==> src/rtl/myriadrf_rx_fifo_if.sv <==
// MyriadRF RX front-end: pairs the interleaved A/B sample stream into {A,B} words
// and buffers them in a first-word-fall-through FIFO with drop and slip counters.
module myriadrf_rx_fifo_if #(
  parameter int DW         = 12,
  parameter int DEPTH_LOG2 = 4,
  parameter int SWAP       = 0,
  parameter int CNT_W      = 16
) (
  input  logic                  clk,
  input  logic                  rst,
  input  logic                  en,
  input  logic                  clr_i,
  input  logic [DW-1:0]         rxd,
  input  logic                  rxiqsel,
  output logic [2*DW-1:0]       m_data_o,
  output logic                  m_valid_o,
  input  logic                  m_ready_i,
  output logic [DEPTH_LOG2:0]   level_o,
  output logic                  ovf_o,
  output logic [CNT_W-1:0]      ovf_cnt_o,
  output logic                  sync_err_o,
  output logic [CNT_W-1:0]      sync_cnt_o
);

  localparam int                 DEPTH    = 1 << DEPTH_LOG2;
  localparam logic [DEPTH_LOG2:0] FULL_LVL = (DEPTH_LOG2+1)'(DEPTH);
  localparam logic [DEPTH_LOG2:0] ZERO_LVL = {(DEPTH_LOG2+1){1'b0}};
  localparam logic [CNT_W-1:0]   CNT_MAX  = {CNT_W{1'b1}};
  localparam logic               WAIT_A   = 1'b0;
  localparam logic               HAVE_A   = 1'b1;

  function automatic logic [CNT_W-1:0] sat_inc(input logic [CNT_W-1:0] v);
    sat_inc = (v == CNT_MAX) ? v : v + CNT_W'(1);
  endfunction

  logic [DW-1:0]         rxd_r;
  logic                  iq_r;
  logic                  en_r;
  logic                  state_r;
  logic [DW-1:0]         a_hold_r;
  logic [2*DW-1:0]       mem_r [DEPTH];
  logic [DEPTH_LOG2-1:0] wr_ptr_r;
  logic [DEPTH_LOG2-1:0] rd_ptr_r;
  logic [DEPTH_LOG2:0]   mcnt_r;

  logic                  state_nxt_s;
  logic [DW-1:0]         a_nxt_s;
  logic                  push_s;
  logic                  slip_s;
  logic [2*DW-1:0]       word_s;
  logic                  pop_s;
  logic                  full_s;
  logic                  push_ok_s;
  logic                  drop_s;
  logic                  load_s;

  // Input capture stage
  always_ff @(posedge clk) begin
    if (rst) begin
      rxd_r <= {DW{1'b0}};
      iq_r  <= 1'b0;
      en_r  <= 1'b0;
    end else begin
      rxd_r <= rxd;
      iq_r  <= rxiqsel;
      en_r  <= en;
    end
  end

  // Pairing decision: an A waits for its B; a repeated phase is a slip
  always_comb begin
    state_nxt_s = state_r;
    a_nxt_s     = a_hold_r;
    push_s      = 1'b0;
    slip_s      = 1'b0;
    if (!en_r) begin
      state_nxt_s = WAIT_A;
    end else begin
      case (state_r)
        WAIT_A: begin
          if (!iq_r) begin
            a_nxt_s     = rxd_r;
            state_nxt_s = HAVE_A;
          end else begin
            slip_s = 1'b1;
          end
        end
        HAVE_A: begin
          if (iq_r) begin
            push_s      = 1'b1;
            state_nxt_s = WAIT_A;
          end else begin
            slip_s  = 1'b1;
            a_nxt_s = rxd_r;
          end
        end
        default: state_nxt_s = WAIT_A;
      endcase
    end
  end

  assign word_s    = (SWAP != 0) ? {rxd_r, a_hold_r} : {a_hold_r, rxd_r};
  assign pop_s     = m_valid_o & m_ready_i;
  assign full_s    = (level_o == FULL_LVL);
  assign push_ok_s = push_s & (~full_s | pop_s);
  assign drop_s    = push_s & full_s & ~pop_s;
  // Output register refills whenever it is free or being consumed and RAM has data
  assign load_s    = (~m_valid_o | pop_s) & (mcnt_r != ZERO_LVL);

  // Pairing state register
  always_ff @(posedge clk) begin
    if (rst) begin
      state_r  <= WAIT_A;
      a_hold_r <= {DW{1'b0}};
    end else begin
      state_r  <= state_nxt_s;
      a_hold_r <= a_nxt_s;
    end
  end

  // Storage array write port
  always_ff @(posedge clk) begin
    if (push_ok_s) begin
      mem_r[wr_ptr_r] <= word_s;
    end
  end

  // FIFO pointers, occupancy and output register
  always_ff @(posedge clk) begin
    if (rst) begin
      wr_ptr_r  <= {DEPTH_LOG2{1'b0}};
      rd_ptr_r  <= {DEPTH_LOG2{1'b0}};
      mcnt_r    <= ZERO_LVL;
      level_o   <= ZERO_LVL;
      m_valid_o <= 1'b0;
      m_data_o  <= {(2*DW){1'b0}};
    end else begin
      if (push_ok_s) begin
        wr_ptr_r <= wr_ptr_r + DEPTH_LOG2'(1);
      end
      if (load_s) begin
        m_data_o <= mem_r[rd_ptr_r];
        rd_ptr_r <= rd_ptr_r + DEPTH_LOG2'(1);
      end
      m_valid_o <= load_s | (m_valid_o & ~pop_s);
      case ({push_ok_s, load_s})
        2'b10:   mcnt_r <= mcnt_r + (DEPTH_LOG2+1)'(1);
        2'b01:   mcnt_r <= mcnt_r - (DEPTH_LOG2+1)'(1);
        default: mcnt_r <= mcnt_r;
      endcase
      case ({push_ok_s, pop_s})
        2'b10:   level_o <= level_o + (DEPTH_LOG2+1)'(1);
        2'b01:   level_o <= level_o - (DEPTH_LOG2+1)'(1);
        default: level_o <= level_o;
      endcase
    end
  end

  // Sticky flags and saturating counters; clear beats a coincident event
  always_ff @(posedge clk) begin
    if (rst || clr_i) begin
      ovf_o      <= 1'b0;
      ovf_cnt_o  <= {CNT_W{1'b0}};
      sync_err_o <= 1'b0;
      sync_cnt_o <= {CNT_W{1'b0}};
    end else begin
      if (drop_s) begin
        ovf_o     <= 1'b1;
        ovf_cnt_o <= sat_inc(ovf_cnt_o);
      end
      if (slip_s) begin
        sync_err_o <= 1'b1;
        sync_cnt_o <= sat_inc(sync_cnt_o);
      end
    end
  end

endmodule

==> config.mk <==
export PLATFORM = sky130hd
export DESIGN_NAME = myriadrf_rx_fifo_if
export DESIGN_NICKNAME = d
export VERILOG_FILES = /design/src/rtl/myriadrf_rx_fifo_if.sv
export SDC_FILE = /design/constraint.sdc
export NUM_CORES = 1
export LEC_CHECK = 0
export ABC_AREA = 0
export BUFFER_PORTS_ARGS = -buffer_cell sky130_fd_sc_hd__buf_2
export CAP_MARGIN = 0
export CORE_ASPECT_RATIO = 1.4
export CORE_UTILIZATION = 65
export CTS_BUF_LIST = sky130_fd_sc_hd__clkbuf_2
export DETAILED_ROUTE_END_ITERATION = 6
export GPL_ROUTABILITY_DRIVEN = 0
export PLACE_DENSITY = 0.79
export SLEW_MARGIN = 25
export SYNTH_ARGS = -nofsm -noshare
export SYNTH_HDL_FRONTEND = slang
export SYNTH_SLANG_ARGS = --single-unit
==> constraint.sdc <==
create_clock -name clk -period 9.8 [get_ports clk]
set_clock_uncertainty 0.15 [all_clocks]
set_input_delay 1.96 -clock clk [delete_from_list [all_inputs] [get_ports clk]]
set_output_delay 1.96 -clock clk [all_outputs]
set_load 0.01 [all_outputs]
======== Word-level counts from Yosys, hierarchy flattened ========
Memory sizes are Yosys's and may differ from the RTL's. A register that Yosys moved wholly into a read port is not among the register bits.
Index checks and enable logic that the tools add are counted.
cells by class
  add/subtract/negate cells ............... 8
  eq/ne operators ......................... 7
  mux-type cells .......................... 11
  bitwise gates (word level) .............. 17
  reductions and logical operators ........ 8
operators by type and width
  operator                 number
  $add A16 B1 Y16 const B  2
  $eq A16 B16 Y1 const B   2
  $pmux W5 S2              2
  $mux W12                 1
  $add A5 B1 Y5 const B    2
  $sub A5 B1 Y5 const B    2
  $add A4 B1 Y4 const B    2
  $not A1 Y1               8
  $mux W1                  7
  $and A1 B1 Y1            6
  $reduce_and A2 Y1        3
  $eq A5 B5 Y1 const B     1
  $reduce_bool A5 Y1       1
  $eq A2 B1 Y1 const B     2
  $eq A2 B2 Y1 const B     2
  $reduce_bool A2 Y1       2
  $or A1 B1 Y1             3
  $pmux W1 S2              1
  $reduce_or A2 Y1         1
  $logic_or A1 B1 Y1       1
word-level totals
  flip-flop bits (word level) ............. 80
  RAM bits ................................ 384
  word-level logic and storage cells ...... 66
  memories ................................ 1
memories
  memory  depth  bits a word  rd ports  clocked after Yosys merged registers in  write ports  RTL line  text
  mem_r   16     24           1         1                                        1            41        logic [2*DW-1:0] mem_r [DEPTH];

======== Longest topological paths before layout ========
Gate-level depths: netlist of the first run.
  depth in word-level cells ............... 6
  gate-level depth with buffers ........... 12

======== Least setup slack after synthesis of the first run ========
OpenSTA, ideal clock, no wires.
  kind .................................... input port to flip-flop
  from .................................... input m_ready_i
  to ...................................... memory mem_r[3][0] in the netlist's numbering, enable pin
  arrival ................................. 4220 ps
  data required time ...................... 9215 ps
  slack ................................... 4995 ps
  stages .................................. 4
  path buffers ............................ 0
  cell sequence ........................... a21oi_1 > a21oi_2 > nand2_1 > nor3_1
between the ends
  cells in the longest elaborated chain, start to end .. 5
RTL lines
  item                           RTL line  text
  start: declaration             17        input logic m_ready_i,
  $and A1 B1 Y1                  103       assign pop_s = m_valid_o & m_ready_i;
  $or A1 B1 Y1                   105       assign push_ok_s = push_s & (~full_s | pop_s);
  $and A1 B1 Y1                  105
  $mux W1                        123       if (push_ok_s) begin
  $mux W1 (implied by the code)  124       mem_r[wr_ptr_r] <= word_s;
  end: declaration               41
Every way passes these cells.

======== Worst setup path in the final report of the first run ========
  from .................................... input m_ready_i
  to ...................................... register level_o[4]
between the ends
  cells in the longest elaborated chain, start to end .. 5
RTL lines
  item                                                      RTL line  text
  $and A1 B1 Y1 *                                           103
  $or A1 B1 Y1                                              105
  $and A1 B1 Y1                                             105
  $eq A2 B1 Y1 / $eq A2 B2 Y1 (equally long branches)       151       case ({push_ok_s, pop_s})
  $pmux W5 S2 / $reduce_bool A2 Y1 (equally long branches)  --
  end signal: assignment                                    152       2'b10: level_o <= level_o + (DEPTH_LOG2+1)'(1);
  end signal: assignment                                    153       2'b01: level_o <= level_o - (DEPTH_LOG2+1)'(1);
  end signal: assignment                                    154       default: level_o <= level_o;
  end: declaration                                          18        output logic [DEPTH_LOG2:0] level_o,
Mark *: on every way between the ends. The rest lies on a longest branch, timed or not.
A chain may end at the register's enable or synchronous reset.

==> results of run 1 <==
## cell families after synthesis
family,Yosys count
DFF,488
and+or+nand+nor,247
AOI/OAI and AO/OA,152
muxes,148
buffers and inverters,80
xor gates and xnor gates,34
adders and majority gates,17
## layer usage
| layer | up-vias | global-route usage (%) | part of all wire [%] | wire length (microns) |
|---|---|---|---|---|
| li1 | 4921 | - | - | - |
| met1 | 5418 | 33.5 | 37 | 14900 |
| met2 | 514 | 48.1 | 51 | 20600 |
| met3 | 96 | 5.54 | 7.8 | 3130 |
| met4 | 0 | 12.2 | 3.3 | 1310 |
| met5 | - | 0 | 0 | 0 |
## sequential cells by signal, summed over array words and instances (netlist names)
signal and cells:
a_hold_r 12, en_r 1, iq_r 1, level_o 5, m_data_o 24, m_valid_o 1, mcnt_r 5, mem_r 384
ovf_cnt_o 16, ovf_o 1, rd_ptr_r 4, rxd_r 12, state_r 1, sync_cnt_o 16, sync_err_o 1, wr_ptr_r 4
## cell type report
class / count / area, sq um
diodes: 1 / 2.50
clock buffers: 150 / 751
clock inverters: 45 / 244
fillers: 1768 / 7690
inverters: 12 / 45.0
multi-input cells: 598 / 5110
flip-flops and latches: 488 / 13600
well taps: 375 / 469
repair buffers: 106 / 653
## cell usage in the layout, fill, tap and decap left out, types with 23 or more instances in the layout
master | Yosys | final
a21oi_1 | 29 | 29
a22oi_1 | 23 | 23
buf_2 | 18 | 81
clkbuf_2 | 0 | 150
clkinv_1 | 0 | 28
dfxtp_1 | 104 | 102
edfxtp_1 | 384 | 384
mux2_2 | 49 | 49
mux2i_1 | 51 | 51
mux4_2 | 48 | 48
nand2_1 | 47 | 47
nand3b_1 | 24 | 24
nor2_1 | 67 | 55
o22ai_1 | 27 | 27
o31ai_1 | 23 | 23
## per-stage QoR
step | power (mW) | setup WS (ns) | area (sq um) | util [%]
4_1_cts | 4.47 | 5.97 | 20800 | 72.8
6_report | 4.45 | 5.98 | 20900 | 73.1
2_1_floorplan | 3.05 | 4.99 | 19000 | -
3_5_place_dp | 3.27 | 5.06 | 19800 | 69.3
3_3_place_gp | 3.25 | 5.09 | 19800 | 69.3
5_1_grt | 4.64 | 5.75 | 20900 | 73.1
## critical path, stage by stage
cell and delay [ns]:
buf_2 0.10, a21oi_1 0.10, a21oi_2 0.37, inv_1 0.15, ha_1 0.28, ha_1 0.32, nor2b_1 0.15, o21ai_0 0.23
a21oi_1 0.09, or3b_2 0.44, mux2_2 0.28
## worst max-delay path by stage
| stage | startpoint | end | slack, ns |
|---|---|---|---|
| 2_1_floorplan | m_ready_i | mem_r[3][0] | 4.99 |
| 3_3_place_gp | m_ready_i | level_o[4] | 5.09 |
| 3_5_place_dp | m_ready_i | level_o[4] | 5.06 |
| 4_1_cts | level_o[0] | level_o[0] | 5.97 |
| 5_1_grt | mcnt_r[2] | mcnt_r[4] | 5.75 |
| 6_report | m_ready_i | level_o[4] | 5.98 |
## power breakdown
group          switching (mW)  leakage (nW)  internal, mW  total (mW)
Sequential              0.128          4.43          2.29        2.42
Combinational           0.411          2.01         0.400       0.811
Clock                   0.751         0.744         0.471        1.22
Total                    1.29          7.18          3.16        4.45
==> summary.md, run 1 <==
## Run status
- result of the run: complete, no violations

## Clock network
- maximum clock insertion buffer count: 3
- Clock Pin Slew Worst Setup and Hold Paths: 0.11 ns
- TritonCTS clock tree: yes
- clk sinks: 488
- root buffer cell: clkbuf_2
- Post-CTS Setup Repair Bufs: 0
- number of gates resized after CTS: 0
- number of buffers created by CTS: 103
- quantity of hold-fixing buffers added after cts: 0
- clock insertion delay at the later pin of the skew report: 0.97 ns
- H-tree Lvls: 3

## Setup path
- startpoint types: input port
- critical path arrival: 4.47 ns
- category of the worst setup path capture point: flip-flop
- worst-case register-to-register setup slack: 6.01 ns
- required time of the critical path: 10.45 ns
- length in cells of the worst reg-to-reg path: 11
- reg2reg start: mcnt_r[1]
- R2R Path End: mcnt_r[4]
- category of the most critical setup path: in -> reg
- CP max FO: 9

## Timing
- final cycle utilization of the critical path: 39.0%
- final setup vio count: 0
- Hold WS: 0.307 ns
- unrepaired setup endpoints after global routing: no
- slew at the pin closest to its max-slew limit: 1.03 ns
- count of pins over their slew limit: 0
- shortest clock period the worst path allows after layout: 3.82 ns
- final hold violation count: 0
- TNS Setup: 0 ns
- peak clock frequency supported by timing: 262 MHz
- slew margin rel.: 31.0%

## Die
- Die W: 147 microns
- DIE AREA: 30000 sq um
- I/O pin cnt: 82
- Vert. Die Dim: 204 microns
- floorplan row count: 73
- initial core utilization: 66.5%
- core area: 28600 sq um

## GRT
- total routing resource utilization after global routing: 27.6%
- number of antenna violations at the first check in global routing: 1
- global route overflow: 0
- via count of the first global-routing pass: 11023
- pin count of the biggest net entering global routing: 77
- wire length of the first global-routing pass: 61200 microns

## Detailed routing
- DRC: 0
- via density per instance: 6.17
- DRT iter0 DRCs: 803
- Final Routed Wirelength: 39900 microns
- DR WL/cell: 22.5 microns
- number of detailed-routing iterations run before antenna repair: 5
- total number of vias: 10949
- Post-DRT Antenna Nets: 0

## Yosys
- proportion of netlist area held by the largest area contributor: 60.6%
- post-synth design cell area: 19000 sq um
- synthesized-area fraction occupied by and/or/nand/nor cells: 6.90%
- most numerous cell types in the synthesized netlist: 384 x edfxtp_1, 104 x dfxtp_1, 67 x nor2_1
- synthesized net count: 1201
- EDFF count, synth: 384
- register area share after synthesis: 71.6%
- top cell type by total area after synthesis: edfxtp_1
- total of warnings raised by yosys: 0
- top cells by area in the synthesized netlist: edfxtp_1 61%, dfxtp_1 11%, mux4_2 5.7%
- most repeated cell in the gate-level netlist after synthesis: edfxtp_1
- synth unique cells: 57
- main flop type after synthesis: edfxtp_1
- complex-gate fraction of the synthesized area: 5.59%
- Avg Synthesized Cell Area: 16.3 sq um
- dominant combinational cell family by area after synthesis: multiplexers
- fraction of synthesized cell area in xor and xnor cells: 1.57%
- adder and majority gate portion of the synthesized area: 1.16%
- proportion of synthesized area in mux cells: 11.3%
- Yosys reg bits: 488
- share of synthesized registers carrying an async set or reset: 0%
- Cells after Synth: 1166

## Final layout
- final net count: 1344
- count of placed standard cells in the final layout, fillers left out: 1775
- Synth-to-Final Area Change: 9.88%
- fraction of final layout cells with drive strength greater than 1: 28.5%

## Hold path
- Tightest Hold Check Type: reg -> reg
- number of cells on the worst hold path: 2
- worst min-delay path startpoint: ovf_o
- hold worst-path end: ovf_o

## Placed design
- I/O Buffers: 81
- dpl hpwl: 23300 microns
- cell count after placement: 1576

## Power
- total leakage power: 7.18 nW
- worst vdd rail ir drop: 0.175 mV
- Pwr per Cell Area: 213 nW/um^2

## Job
- Maximum Capacitance Violations: 0

Note: power is estimated with default switching activity, not from simulation.
==> run 2: changes to the inputs <==
Settings changed: ABC_AREA 0 to 1, CORE_UTILIZATION 65 to 58, PLACE_DENSITY 0.79 to 0.74.
Clock period 9.8 ns to 3.3 ns, I/O delays scaled along.
==> run 2 against run 1 <==
Compared with the run above: cell count up 65%; non-clock buffer count grew 27; design area is 12% higher; via count is 43% higher; critical endpoint is now sync_cnt_o[2]; synthesized area is 11% higher; register-to-register slack got worse by 5.2 ns; utilization fell by 8.0 points; flip-flop and latch count unchanged; routed wire length up 28%; largest cell class unchanged; synthesized cell count is 92% higher.
==> summary.md, run 2 <==
## Run status
- result of the run: complete, no violations

## Timing
- final cycle utilization of the critical path: 76.5%
- peak clock frequency supported by timing: 396 MHz
- final hold violation count: 0
- TNS Setup: 0 ns
- count of pins over their slew limit: 0
- final setup vio count: 0
- slew at the pin closest to its max-slew limit: 0.980 ns
- slew margin rel.: 34.7%
- shortest clock period the worst path allows after layout: 2.52 ns
- unrepaired setup endpoints after global routing: no

## Die
- Vert. Die Dim: 228 microns
- core area: 35800 sq um
- floorplan row count: 82
- I/O pin cnt: 82
- DIE AREA: 37200 sq um
- Die W: 163 microns
- initial core utilization: 59.1%

## GRT
- number of antenna violations at the first check in global routing: 1
- wire length of the first global-routing pass: 81000 microns
- total routing resource utilization after global routing: 28.5%
- via count of the first global-routing pass: 15622
- pin count of the biggest net entering global routing: 195
- global route overflow: 0

## Yosys
- register area share after synthesis: 64.4%
- top cell type by total area after synthesis: edfxtp_1
- total of warnings raised by yosys: 0
- Avg Synthesized Cell Area: 9.47 sq um
- synthesized net count: 2268
- synth unique cells: 31
- Cells after Synth: 2233
- proportion of netlist area held by the largest area contributor: 54.5%
- Yosys reg bits: 488
- top cells by area in the synthesized netlist: edfxtp_1 55%, nand2_1 14%, dfxtp_1 9.8%
- EDFF count, synth: 384
- main flop type after synthesis: edfxtp_1
- share of synthesized registers carrying an async set or reset: 0%
- most repeated cell in the gate-level netlist after synthesis: nand2_1
- post-synth design cell area: 21100 sq um
- most numerous cell types in the synthesized netlist: 765 x nand2_1, 384 x edfxtp_1, 286 x inv_1

## Job
- Maximum Capacitance Violations: 0

## Clock network
- maximum clock insertion buffer count: 3
- root buffer cell: clkbuf_2
- number of gates resized after CTS: 0
- clk sinks: 488
- Post-CTS Setup Repair Bufs: 0
- Clock Pin Slew Worst Setup and Hold Paths: 0.12 ns
- TritonCTS clock tree: yes
- H-tree Lvls: 3
- number of buffers created by CTS: 108
- clock insertion delay at the later pin of the skew report: 1.05 ns

## Setup path
- category of the most critical setup path: reg -> out
- total buffers and inverters traversed by the critical path: 1
- total stage count of the critical path: 1
- critical path arrival: 1.71 ns
- CP max FO: 6
- Worst path slowest cell: dfxtp_1
- slowest cell delay on critical path: 0.48 ns
- length in cells of the worst reg-to-reg path: 9
- startpoint types: flip-flop
- required time of the critical path: 2.49 ns
- category of the worst setup path capture point: primary output
- category of cells accounting for the largest share of critical-path delay: flip-flops
- ordered list of cells on the worst path: buf_2

## Power
- total leakage power: 10.2 nW
- Pwr per Cell Area: 645 nW/um^2
- worst vdd rail ir drop: 0.795 mV
- total power: 15.0 mW

## Final layout
- most common cell after layout, fill and taps aside: nand2_1
- Design Area, Final: 23300 sq um
- sequential cell area in the final layout: 13600 sq um
- max reg flops: 384
- number of filler cells placed in the layout: 2807
- top flop regs: mem_r (384), m_data_o (24)
- count of placed standard cells in the final layout, fillers left out: 2925
- final net count: 2409
- Synth-to-Final Area Change: 10.3%
- multi-input logic area: 6030 sq um
- register with the most flip-flops: mem_r
- fraction of final layout cells with drive strength greater than 1: 14.0%
- most frequent cells in the layout: 765 x nand2_1, 384 x edfxtp_1, 285 x nand3_1

## Placed design
- dpl hpwl: 30100 microns
- I/O Buffers: 81
- post-detailed-placement cell area: 22100 sq um
- cell count after placement: 2709

## Detailed routing
- number of detailed-routing iterations run before antenna repair: 5
- Final Routed Wirelength: 51200 microns
- Post-DRT Antenna Nets: 0
- total number of vias: 15644
- DRT iter0 DRCs: 1355
- via density per instance: 5.35
- DR WL/cell: 17.5 microns
- DRC: 0

## Hold path
- number of cells on the worst hold path: 3
- Tightest Hold Check Type: in -> reg

run 2: changes by cell type after synthesis, sizes merged, moves of 44 or more:
cell,delta
mux2i,-51
nand3,+275
mux2,-49
nand2,+724
inv,+281
buf,+44
mux4,-48
nor2,+102
run 2: logic make-up (layout without fill, tap and decap cells):
family	after synthesis	after routing	share of synthesized area [%]
compound gates	77	77	2.04
fa+ha+maj	17	17	1.04
other cells	0	1	0
flops	488	488	64.4
simple gates	1236	1236	24.1
xor+xnor	20	20	0.828
buf+inv	395	624	7.65
run 2: layer usage:
layer	track usage, %	vias to the layer above	part of all wire, %
met5	0	-	0
met4	14.7	0	3.9
met3	4.27	132	7.4
met2	49.8	703	51
met1	33.8	7292	38
li1	-	7517	-
run 2: power breakdown:
| group | switching (mW) | internal [mW] |
|---|---|---|
| Sequential | 0.300 | 6.86 |
| Clock | 2.31 | 1.50 |
| Combinational | 2.78 | 1.31 |
| Total | 5.38 | 9.66 |
run 2: worst paths after layout:
check / from / end / slack [ns]
setup / recovery: sync_cnt_o[2] / sync_cnt_o[2] / 0.78
setup reg to reg: iq_r / mem_r[10][18] / 0.83
hold / removal: rst / en_r / 0.12
hold reg to reg: sync_err_o / sync_err_o / 0.35
run 2: per-stage QoR:
stage	util [%]	hold WS, ns	setup slack (ns)
CTS	65.1	0.0175	0.680
finish	65.1	0.117	0.775
global placement	61.8	0.305	0.576
detailed placement	61.8	0.314	0.523
floorplan	-	0.312	0.441
global route	65.1	0.0979	0.586
run 2: area by class of cell:
| type | count | area share (%) |
|---|---|---|
| antenna | 1 | 0.0107 |
| tap | 462 | 2.48 |
| inverter | 293 | 4.73 |
| clock buffer | 168 | 3.60 |
| timing repair buffer | 133 | 4.18 |
| sequential | 488 | 58.4 |
| clock inverter | 30 | 0.735 |
| multi-input combinational | 1350 | 25.9 |
run 2: what timing repair did:
item	in CTS	in global routing
hold buffers	17	0
setup endpoints to repair	0	0
hold endpoints to repair	26	0
